### config.mk
export PLATFORM = sky130hd
export DESIGN_NAME = bcd_tens_tracker
export DESIGN_NICKNAME = d
export VERILOG_FILES = /design/src/rtl/bcd_tens_tracker.sv
export SDC_FILE = /design/constraint.sdc
export NUM_CORES = 1
export LEC_CHECK = 0
export ABC_CLOCK_PERIOD_IN_PS = 6900
export CORE_ASPECT_RATIO = 1.75
export CORE_MARGIN = 10
export CORE_UTILIZATION = 30
export DETAILED_ROUTE_END_ITERATION = 6
export PLACE_DENSITY = 0.57
export REMOVE_ABC_BUFFERS = 1
export SYNTH_ARGS = -nofsm -noshare
export SYNTH_HDL_FRONTEND = slang
export SYNTH_SLANG_ARGS = --single-unit
export TNS_END_PERCENT = 20
### constraint.sdc
create_clock -name clk -period 6.9 [get_ports clk]
set_input_delay 1.38 -clock clk [delete_from_list [all_inputs] [get_ports clk]]
set_output_delay 1.38 -clock clk [all_outputs]
set_load 0.01 [all_outputs]
### src/rtl/bcd_tens_tracker.sv
// bcd_tens_tracker: tens digit for a single-digit up/down BCD units counter.
//   Samples the units digit {A,B,C,D} every clock and infers the step direction
//   from the digit transition. Together with the units digit, tens forms a
//   two-digit 00-99 up/down count.
//   clk  : rising-edge clock, shared with the units counter
//   rst  : synchronous active-high reset
//   A..D : units BCD digit, A = MSB
//   tens : tens BCD digit, 0-9, lags the units digit by one clock
//   ovf  : one-cycle pulse after a 99->00 or 00->99 wrap
//   err  : sticky flag for a non-BCD units code or a non-adjacent units jump
//   trk  : high while a valid previous units sample is held
module bcd_tens_tracker (
   input  logic       clk,
   input  logic       rst,
   input  logic       A,
   input  logic       B,
   input  logic       C,
   input  logic       D,
   output logic [3:0] tens,
   output logic       ovf,
   output logic       err,
   output logic       trk
);
   typedef enum logic [1:0] {IDLE, TRACK, ERROR} state_t;
   state_t     state_q, state_d;
   logic [3:0] prev_q, prev_d, tens_q, tens_d, u, up_nxt, dn_nxt;
   logic       ovf_q, ovf_d;
   always_comb begin
      u       = {A, B, C, D};
      up_nxt  = (prev_q == 4'd9) ? 4'd0 : prev_q + 4'd1;
      dn_nxt  = (prev_q == 4'd0) ? 4'd9 : prev_q - 4'd1;
      state_d = state_q;
      prev_d  = prev_q;
      tens_d  = tens_q;
      ovf_d   = 1'b0;
      case (state_q)
         IDLE: begin
            if (u > 4'd9) begin
               state_d = ERROR;
            end else begin
               prev_d  = u;
               state_d = TRACK;
            end
         end
         TRACK: begin
            if (u > 4'd9) begin
               state_d = ERROR;
            end else if (u == prev_q) begin
               state_d = TRACK;
            end else if (u == up_nxt) begin
               prev_d = u;
               // units 9->0 carries into tens
               if (prev_q == 4'd9) begin
                  tens_d = (tens_q == 4'd9) ? 4'd0 : tens_q + 4'd1;
                  ovf_d  = (tens_q == 4'd9);
               end
            end else if (u == dn_nxt) begin
               prev_d = u;
               // units 0->9 borrows from tens
               if (prev_q == 4'd0) begin
                  tens_d = (tens_q == 4'd0) ? 4'd9 : tens_q - 4'd1;
                  ovf_d  = (tens_q == 4'd0);
               end
            end else begin
               state_d = ERROR;
            end
         end
         default: state_d = ERROR;
      endcase
   end
   always_ff @(posedge clk) begin
      if (rst) begin
         state_q <= IDLE;
         prev_q  <= 4'd0;
         tens_q  <= 4'd0;
         ovf_q   <= 1'b0;
      end else begin
         state_q <= state_d;
         prev_q  <= prev_d;
         tens_q  <= tens_d;
         ovf_q   <= ovf_d;
      end
   end
   assign tens = tens_q;
   assign ovf  = ovf_q;
   assign err  = (state_q == ERROR);
   assign trk  = (state_q == TRACK);
endmodule
# After elaboration in Yosys (flattened, before gate mapping)
# Index checks and enable logic that the tools add are counted.
# totals
ff_bits	11
latch_bits	0
ramBits	0
mem_bits_ro	0
input_bits	6
output_inout_bits	7
n_memories	0
# classes
n_addsub	4
multipliers	0
n_div	0
magnitude_cmp	1
n_eq_ne	14
shift	0
n_mux	24
bitwise	3
reduce_logical	10
# ops
operator	n
two-way mux 4 bit	13
== test 4 bit	3
two-way mux 2 bit	5
adder 4 x 1 -> 4 bit (second input constant)	2
== test 4 bit (second input constant)	2
logical NOT 4 bit	2
inequality test 4 bit (second input constant)	2
case mux 4 bit (2 select lines)	1
subtractor 4 x 1 -> 4 bit (second input constant)	2
inequality test 2 bit (second input constant)	3
AND reduction 6 bit	1
nonzero test 2 bit	3
AND reduction 5 bit	1
greater-than comparator 4 bit (second input constant)	1
two-way mux 1 bit	4
case mux 2 bit (2 select lines)	1
OR reduction 4 bit	1
inequality test 3 x 1 -> 1 bit (second input constant)	1
NOT 1 bit	3
== test 2 x 1 -> 1 bit (second input constant)	1
== test 2 bit (second input constant)	1
logical NOT 2 bit	1
inequality test 2 x 1 -> 1 bit (second input constant)	1
AND reduction 2 bit	1

# Depth between registers and ports, before layout
# Gate-level depths: netlist of run 1.
# depth
ltp_word	8
mapped_depth	8
depth_no_buf	7

# Least setup slack after synthesis of run 1
# OpenSTA, ideal clock, no wires.
# synth_timing
path_type	input to register
start	input port B
end	register tens_q[1] (netlist: tens[1])
setup_ns	0.070
t_arrival_ns	3.013
t_required_ns	6.830
setup_slack_ns	3.817
path_stages	7
n_path_buf	0
path_cell_list	xor2_2 xnor2_1 a31oi_2 a211oi_1 xor2_1 or4_1 a21oi_1
# synth_via
elab_chain_cells	3
word_cells_on_any_way	11
cone_classes	order compare (1); eq/ne (4); mux (1); bitwise (2); reduce/logical (3)
# synth_rtl
item	line_no	text
from (decl)	16	input logic B,
greater-than comparator 4 bit, or another cell as far along	46	if (u > 4'd9) begin
NOT 1 bit (no line), or another cell as far along	--	
AND reduction 6 bit (no line)	--	
to (signal assigned)	80	tens_q <= tens_d;
to (decl)	26	logic [3:0] prev_q, prev_d, tens_q, tens_d, u, up_nxt, dn_nxt;
# Several ways; a longest one is shown, not always the timed one.
# A chain may end at the register's enable or synchronous reset.

# Worst setup path after layout of run 1
# Same ends and word-level chain as after synthesis.

==> results of run 1 <==
-- power by group --
part           total, mW  internal [mW]  switching (mW)
logic             0.0489         0.0233          0.0257
clock network     0.0678         0.0408          0.0270
registers         0.0737         0.0670         0.00669
-- synthesized netlist by cell type, types with 3 or more instances --
cell type | instances | area share
nor2b_1 | 6 | 0.041
nor3_1 | 4 | 0.022
a21oi_1 | 9 | 0.050
mux2i_1 | 5 | 0.055
nand2_1 | 6 | 0.025
xor2_1 | 7 | 0.068
dfxtp_1 | 11 | 0.24
nand2b_1 | 11 | 0.076
o21ai_0 | 4 | 0.022
inv_1 | 3 | 0.012
nor2_1 | 11 | 0.046
-- worst min path at each step --
| stage | start | to | slack, ps |
|---|---|---|---|
| after detailed placement | tens[3]$_SDFFE_PP0P_ | ovf$_SDFF_PP0_ | 570 |
| final | tens[3]$_SDFFE_PP0P_ | ovf$_SDFF_PP0_ | 570 |
| after global routing | tens[3]$_SDFFE_PP0P_ | tens[3]$_SDFFE_PP0P_ | 620 |
| after global placement | prev_q[3]$_SDFFE_PP0P_ | prev_q[3]$_SDFFE_PP0P_ | 560 |
| after floorplan | prev_q[3]$_SDFFE_PP0P_ | prev_q[3]$_SDFFE_PP0P_ | 510 |
| after CTS | tens[3]$_SDFFE_PP0P_ | ovf$_SDFF_PP0_ | 580 |
-- metal layers --
metal	vias up	GRT usage	wire, um
li1	418	-	-
met1	370	0.0775	804
met2	15	0.144	1150
met3	9	0.0233	118
met4	0	0.0618	97
met5	-	0	0
-- registers in the layout (all words and copies together), names as in the netlist --
| register | cells |
|---|---|
| state_q | 2 |
| ovf | 1 |
| tens | 4 |
| prev_q | 4 |
-- tightest hold or removal path, cell delays in order, from the launching register on --
cell	delay [ps]
dfxtp_1	370
nand3_1	90
a21oi_1	60
-- stage by stage --
step	util	setup WS (ps)	hold WS [ps]
2_1_floorplan	-	3810	509
3_3_place_gp	0.351	3100	557
3_5_place_dp	0.351	3010	571
4_1_cts	0.366	3250	578
5_1_grt	0.366	3020	619
6_report	0.366	3270	569
-- layout make-up --
class / count / area (sq um)
Tap cell: 28 / 35.0
Fill cell: 307 / 1860
Multi-Input combinational cell: 93 / 641
Timing Repair Buffer: 12 / 120
Inverter: 3 / 11.3
Sequential cell: 11 / 220
Clock buffer: 4 / 45.0
-- kinds of logic after synthesis --
group | Yosys count | share of synthesized area
AO/OA/AOI/OAI | 30 | 0.250
flip-flops | 11 | 0.243
XOR/XNOR | 10 | 0.105
multiplexers | 6 | 0.0677
buffers and inverters | 8 | 0.0497
AND/OR/NAND/NOR | 47 | 0.285
==> results.yml, run 1 <==
outcome:
  outcome: "finished, final reports clean"
drt:
  via_per_inst: 5.38
  drt_wl_total_um: 2170
  postRouteAntennaNets: 0
  drt_iter0_drc: 23
  vias: 812
  drc: 0
  dr.pass1.iters: 4
  wl_per_cell_um: 14.4
critical_path:
  worst-path-max-fanout: 5
  cp.arrival_ps: 3800
  cp-start-kind: "input pin"
  path_depth: 8
  crit_start: "B"
  crit_slowest_cell: "clkdlybuf4s50_1"
  rr_worst_depth: 7
  crit_chain: "clkdlybuf4s50_1 > xor2_2 > xnor2_1 > a31oi_2 > a211oi_1 > xor2_1 > or4_1 > a21oi_1"
  r2r_start: "prev_q[2]$_SDFFE_PP0P_"
  cpLargestDelayFamily: "compound AO/OA/AOI/OAI gates"
  worstSetupPathType: "in -> reg"
  rrSetupSlack_ps: 4370
  max_stage_delay_ps: 570
  r2r_end: "tens[1]$_SDFFE_PP0P_"
  endpoint_kind: "flop"
  crit_path_end: "tens[1]$_SDFFE_PP0P_"
  cp.required_ps: 7070
  crit_buf_inv: 1
clocking:
  clk_latency_ps: 240
  post_cts_resized: 0
  clkTransAtPathRegs_ps: 60
  cts_root_buf: "clkbuf_8"
  htreeDepth: 1
  cts_hold_buf: 0
  numClockSinks: 11
  cts_buffer_depth: 2
  cts_tree: "done"
  postCtsSetupRepairBufs: 0
  cts_made_buffers: 3
global_routing:
  grtUsageTotal: 0.0831
  grt_max_degree: 16
  grt_pass1_vias: 814
  grt_pass1_wl_um: 3660
  antenna_found_initial: 0
  grt_overflow_total: 0
floorplanning:
  die_x_um: 61.5
  start_util: 0.309
  fp.dieH_um: 92.7
  io_pins: 13
  core_sq_um: 2930
  rows: 26
  die_area_sq_um: 5700
finish:
  layout_common_cells: "12 x clkdlybuf4s50_1, 11 x nand2b_1, 11 x nor2_1, 11 x dfxtp_1, 9 x a21oi_1"
  layout_commonest_cell: "clkdlybuf4s50_1"
  area_growth_pct: 18.4
  final_area_sq_um: 1070
  drive_gt1_frac: 0.0894
  fin_cells: 151
  num_antenna_cells: 0
  final_nets: 130
logic_synthesis:
  async_flop_share: 0
  synthFlopType: "dfxtp_1"
  synthCells: 112
  syn_area_per_cell_sq_um: 8.09
  netlist_area_sq_um: 906
  yosys.cell_types.count: 39
  yosysWarnings: 0
  ys_seq_elements: 11
  synth_seq_area_share: 0.243
  synth-edff-count: 0
sta:
  tightest_slew_ps: 639
  finalCriticalPeriod_ps: 3630
  tns_ps: 0
  rsz0062_at_grt: "false"
  timing.final.crit_share: 0.527
  fmax_mhz: 275
  maxSlewHeadroom: 0.563
  fin_skew_ps: 4.43
  setup_viol: 0
  hold_viol_final: 0
  finalMaxSlewViolations: 0
pwr:
  cellPowerDensity_nw_per_um2: 178
  peakVddDrop_uv: 72.5
  finalPower_uw: 190
  p_leak_nw: 0.367
place:
  post-place-cells: 147
  dpl_cell_area_sq_um: 1030
  io_buffer_count: 12
  routabilityCongestion: 0.783
  dp_hpwl_um: 1690
worst_hold_path:
  min_delay_path_depth: 2
  min_path_type: "reg -> reg"
flow_run:
  drv_cap: 0
(Power assumes the default switching activity.)
==> run 2: changes to the inputs <==
--- a/config.mk
+++ b/config.mk
@@ -5,12 +5,12 @@
 export SDC_FILE = /design/constraint.sdc
 export NUM_CORES = 1
 export LEC_CHECK = 0
-export ABC_CLOCK_PERIOD_IN_PS = 6900
+export ABC_CLOCK_PERIOD_IN_PS = 3100
 export CORE_ASPECT_RATIO = 1.75
 export CORE_MARGIN = 10
 export CORE_UTILIZATION = 30
 export DETAILED_ROUTE_END_ITERATION = 6
-export PLACE_DENSITY = 0.57
+export PLACE_DENSITY = 0.59
 export REMOVE_ABC_BUFFERS = 1
 export SYNTH_ARGS = -nofsm -noshare
 export SYNTH_HDL_FRONTEND = slang
==> constraint.sdc (replaced) <==
create_clock -name clk -period 3.1 [get_ports clk]
set_input_delay 0.62 -clock clk [delete_from_list [all_inputs] [get_ports clk]]
set_output_delay 0.62 -clock clk [all_outputs]
set_load 0.01 [all_outputs]
==> run 2 against run 1 <==
Compared with the run above: final cell count is 1.3% higher; count of clock-buffer cells in the layout is the same; clock skew hardly changed; core utilization is 0.51 points higher; critical path depth stayed put; sequential share of layout area decreased by 0.28 points; final area increased by 1.4%; highest routed layer unchanged; hold slack better by 7.6 ps.
==> results.yml, run 2 (same netlist as run 1, synthesis figures left out) <==
drt:
  postRouteAntennaNets: 0
  dr.pass1.iters: 4
  via_per_inst: 5.56
  drt_iter0_drc: 25
  wl_per_cell_um: 14.0
  vias: 851
  drc: 0
  drt_wl_total_um: 2140
finish:
  area_growth_pct: 20.0
  fillCellCount: 311
  drive_gt1_frac: 0.104
  final_nets: 132
  layout_commonest_cell: "clkdlybuf4s50_1"
  layout_common_cells: "12 x clkdlybuf4s50_1, 11 x nand2b_1, 11 x nor2_1, 11 x dfxtp_1, 9 x a21oi_1"
  multiInputGateArea_sq_um: 641
  num_antenna_cells: 0
  seq_area_sq_um: 220
sta:
  setup_viol: 0
  fmax_mhz: 357
  maxSlewHeadroom: 0.587
  timing.final.crit_share: 0.903
  hold_viol_final: 0
  tightest_slew_ps: 603
  fin_hold_ws_ps: 577
  fin_skew_ps: 4.66
  setup_ws_ps: 301
  finalCriticalPeriod_ps: 2800
  rsz0062_at_grt: "false"
  tns_ps: 0
  finalMaxSlewViolations: 0
global_routing:
  grt_pass1_wl_um: 3750
  grt_pass1_vias: 870
  antenna_found_initial: 0
  grt_overflow_total: 0
  grtUsageTotal: 0.0816
  grt_max_degree: 16
clocking:
  cts_hold_buf: 0
  postCtsSetupRepairBufs: 0
  clkTransAtPathRegs_ps: 50
  clk_latency_ps: 230
  cts_root_buf: "clkbuf_8"
  post_cts_resized: 0
  cts_buffer_depth: 2
  htreeDepth: 1
  cts_tree: "done"
  cts_made_buffers: 3
  numClockSinks: 11
critical_path:
  endpoint_kind: "flop"
  cp.arrival_ps: 2960
  worstSetupPathType: "in -> reg"
  cp-start-kind: "input pin"
  cp.required_ps: 3260
  worst-path-max-fanout: 7
floorplanning:
  fp.dieH_um: 92.7
  die_x_um: 61.5
  io_pins: 13
  core_sq_um: 2930
  die_area_sq_um: 5700
  rows: 26
  start_util: 0.309
pwr:
  finalPower_uw: 414
  cellPowerDensity_nw_per_um2: 381
  p_leak_nw: 0.377
  peakVddDrop_uv: 299
place:
  pre_cts_slack_ps: 47.0
  io_buffer_count: 12
  routabilityCongestion: 0.942
  dp_hpwl_um: 1710
flow_run:
  drv_cap: 0
outcome:
  outcome: "finished, final reports clean"
worst_hold_path:
  min_path_type: "reg -> reg"
run 2: path summary, 6_finish.rpt:
check / startpoint / endpoint / slack [ps] / cells after the start
max: B / tens[1]$_SDFFE_PP0P_ / 300 / 8
min: prev_q[3]$_SDFFE_PP0P_ / prev_q[3]$_SDFFE_PP0P_ / 580 / 2
max reg2reg: prev_q[2]$_SDFFE_PP0P_ / tens[1]$_SDFFE_PP0P_ / 640 / 7
min reg2reg: prev_q[3]$_SDFFE_PP0P_ / prev_q[3]$_SDFFE_PP0P_ / 580 / 2
run 2: metal layers:
| layer | up-vias | global-route usage | part of all wire |
|---|---|---|---|
| li1 | 420 | - | - |
| met1 | 404 | 0.0776 | 0.37 |
| met2 | 21 | 0.146 | 0.55 |
| met3 | 6 | 0.0342 | 0.063 |
| met4 | 0 | 0.0300 | 0.020 |
| met5 | - | 0 | 0 |
run 2: worst max-delay path, cell delays in order:
cell	delay, ps
clkdlybuf4s50_1	560
xor2_2	240
xnor2_1	160
a31oi_2	170
a2111oi_4	370
o21ai_2	150
or4_1	520
a21oi_1	140
run 2: metrics by stage:
| stage | instance area, sq um | utilization | cells |
|---|---|---|---|
| 6_report | 1090 | 0.371 | 153 |
| 5_1_grt | 1090 | 0.371 | 153 |
| 4_1_cts | 1090 | 0.371 | 153 |
| 3_5_place_dp | 1040 | 0.356 | 149 |
| 3_3_place_gp | 1040 | 0.356 | 149 |
| 2_1_floorplan | 872 | - | 107 |
run 2: report_power, final:
group | internal, mW | leakage [nW] | switching (mW)
logic | 0.0536 | 0.265 | 0.0570
clock network | 0.0899 | 0.0228 | 0.0490
registers | 0.149 | 0.0898 | 0.0152
run 2: area by class of cell:
type                    instances  area share
repair buffers                 14       0.124
flip-flops and latches         11       0.203
inverters                       3      0.0104
well taps                      28      0.0322
clock buffers                   4      0.0414
multi-input cells              93       0.589
==> run 3: changes to the inputs <==
--- a/config.mk
+++ b/config.mk
@@ -6,11 +6,10 @@
 export NUM_CORES = 1
 export LEC_CHECK = 0
 export ABC_CLOCK_PERIOD_IN_PS = 3100
-export CORE_ASPECT_RATIO = 1.75
 export CORE_MARGIN = 10
-export CORE_UTILIZATION = 30
+export CORE_UTILIZATION = 45
 export DETAILED_ROUTE_END_ITERATION = 6
-export PLACE_DENSITY = 0.59
+export PLACE_DENSITY = 0.79
 export REMOVE_ABC_BUFFERS = 1
 export SYNTH_ARGS = -nofsm -noshare
 export SYNTH_HDL_FRONTEND = slang
==> run 3 against run 2 <==
Compared with the run above: count of clock-buffer cells in the layout is the same; first-iteration DRC count down 36%; final cell count is 0.65% lower; hold slack got worse by 10 ps; via count is 3.1% lower; highest routed layer unchanged; register-to-register slack got worse by 20 ps.
==> results.yml, run 3 (same netlist as run 1, synthesis figures left out) <==
critical_path:
  crit_chain: "clkdlybuf4s50_1 > xor2_2 > xnor2_1 > a31oi_2 > a2111oi_4 > o21ai_2 > or4_1 > a21oi_1"
  max_stage_delay_ps: 570
  endpoint_kind: "flop"
  cp.required_ps: 3290
  worstSetupPathType: "in -> reg"
  crit_start: "B"
  rr_worst_depth: 6
  worst-path-max-fanout: 7
  crit_path_end: "tens[1]$_SDFFE_PP0P_"
  crit_slowest_cell: "clkdlybuf4s50_1"
  rrSetupSlack_ps: 620
  cp-start-kind: "input pin"
  r2r_start: "prev_q[0]$_SDFFE_PP0P_"
  r2r_end: "tens[1]$_SDFFE_PP0P_"
  cp.arrival_ps: 2970
outcome:
  outcome: "finished, final reports clean"
global_routing:
  grtUsageTotal: 0.0959
  grt_overflow_total: 0
  antenna_found_initial: 0
  grt_pass1_wl_um: 3420
  grt_pass1_vias: 787
  grt_max_degree: 16
sta:
  rsz0062_at_grt: "false"
  fin_hold_ws_ps: 566
  fin_skew_ps: 7.98
  timing.final.crit_share: 0.898
  tightest_slew_ps: 597
  tns_ps: 0
  finalMaxSlewViolations: 0
  hold_viol_final: 0
  maxSlewHeadroom: 0.592
  fmax_mhz: 359
  setup_viol: 0
  finalCriticalPeriod_ps: 2790
finish:
  drive_gt1_frac: 0.104
  final_nets: 132
  layout_commonest_cell: "clkdlybuf4s50_1"
  area_growth_pct: 17.8
  layout_common_cells: "12 x clkdlybuf4s50_1, 11 x nand2b_1, 11 x nor2_1, 11 x dfxtp_1, 9 x a21oi_1"
  fin_util: 0.550
  final_area_sq_um: 1070
  num_antenna_cells: 0
worst_hold_path:
  min_path_type: "reg -> reg"
pwr:
  peakVddDrop_uv: 234
  p_leak_nw: 0.370
  finalPower_uw: 369
  cellPowerDensity_nw_per_um2: 346
drt:
  drc: 0
  vias: 825
  drt_wl_total_um: 1950
  wl_per_cell_um: 12.8
  drt_iter0_drc: 16
  postRouteAntennaNets: 0
  dr.pass1.iters: 4
  via_per_inst: 5.43
floorplanning:
  die_x_um: 64.9
  rows: 16
  core_sq_um: 1940
  start_util: 0.466
  fp.dieH_um: 64.9
  die_area_sq_um: 4210
  io_pins: 13
clocking:
  numClockSinks: 11
  postCtsSetupRepairBufs: 0
  post_cts_resized: 0
  cts_tree: "done"
  cts_buffer_depth: 2
  cts_hold_buf: 0
  clk_latency_ps: 260
  clkTransAtPathRegs_ps: 60
  htreeDepth: 1
  cts_made_buffers: 3
  cts_root_buf: "clkbuf_4"
place:
  dpl_cell_area_sq_um: 1040
  io_buffer_count: 12
  dp_hpwl_um: 1560
  routabilityCongestion: 0.820
flow_run:
  drv_cap: 0
[run 3: cell type report]
class                           count  area [sq um]
Clock buffer                        4          26.3
Fill cell                         176           875
Inverter                            3          11.3
Multi-Input combinational cell     93           641
Sequential cell                    11           220
Tap cell                           27          33.8
Timing Repair Buffer               14           135
[run 3: metal layers]
metal / vias to the layer above / track usage / wire length [um]
met2: 20 / 0.160 / 930
met4: 0 / 0.0535 / 15
met5: - / 0 / 0
met1: 377 / 0.114 / 919
li1: 426 / - / -
met3: 2 / 0.0155 / 87
[run 3: where the power goes]
part           leakage [nW]  switching (mW)  total, mW  internal (mW)
clock network        0.0150          0.0450     0.0947         0.0497
registers            0.0898          0.0156      0.164          0.149
logic                 0.265          0.0562      0.110         0.0536
[run 3: how the worst min path moves through the flow]
stage	start	cells past startpoint	slack, ps	end
after floorplan	prev_q[3]$_SDFFE_PP0P_	2	510	prev_q[3]$_SDFFE_PP0P_
after global placement	prev_q[3]$_SDFFE_PP0P_	2	550	prev_q[3]$_SDFFE_PP0P_
after detailed placement	tens[1]$_SDFFE_PP0P_	2	550	tens[1]$_SDFFE_PP0P_
after CTS	tens[1]$_SDFFE_PP0P_	2	560	tens[1]$_SDFFE_PP0P_
after global routing	tens[3]$_SDFFE_PP0P_	2	610	ovf$_SDFF_PP0_
final	tens[1]$_SDFFE_PP0P_	2	570	tens[1]$_SDFFE_PP0P_
[run 3: critical path, delay by kind of cell]
kind	cells	cell delay, ps
AO/OA/AOI/OAI	4	860
XOR/XNOR	2	400
buffers and inverters	1	570
AND/OR/NAND/NOR	1	520
[run 3: metrics by stage]
| step | setup WS [ps] | std cells |
|---|---|---|
| floorplan | 768 | 107 |
| CTS | 343 | 152 |
| global placement | 158 | 148 |
| global route | 87.3 | 152 |
| finish | 315 | 152 |
| detailed placement | 76.3 | 148 |
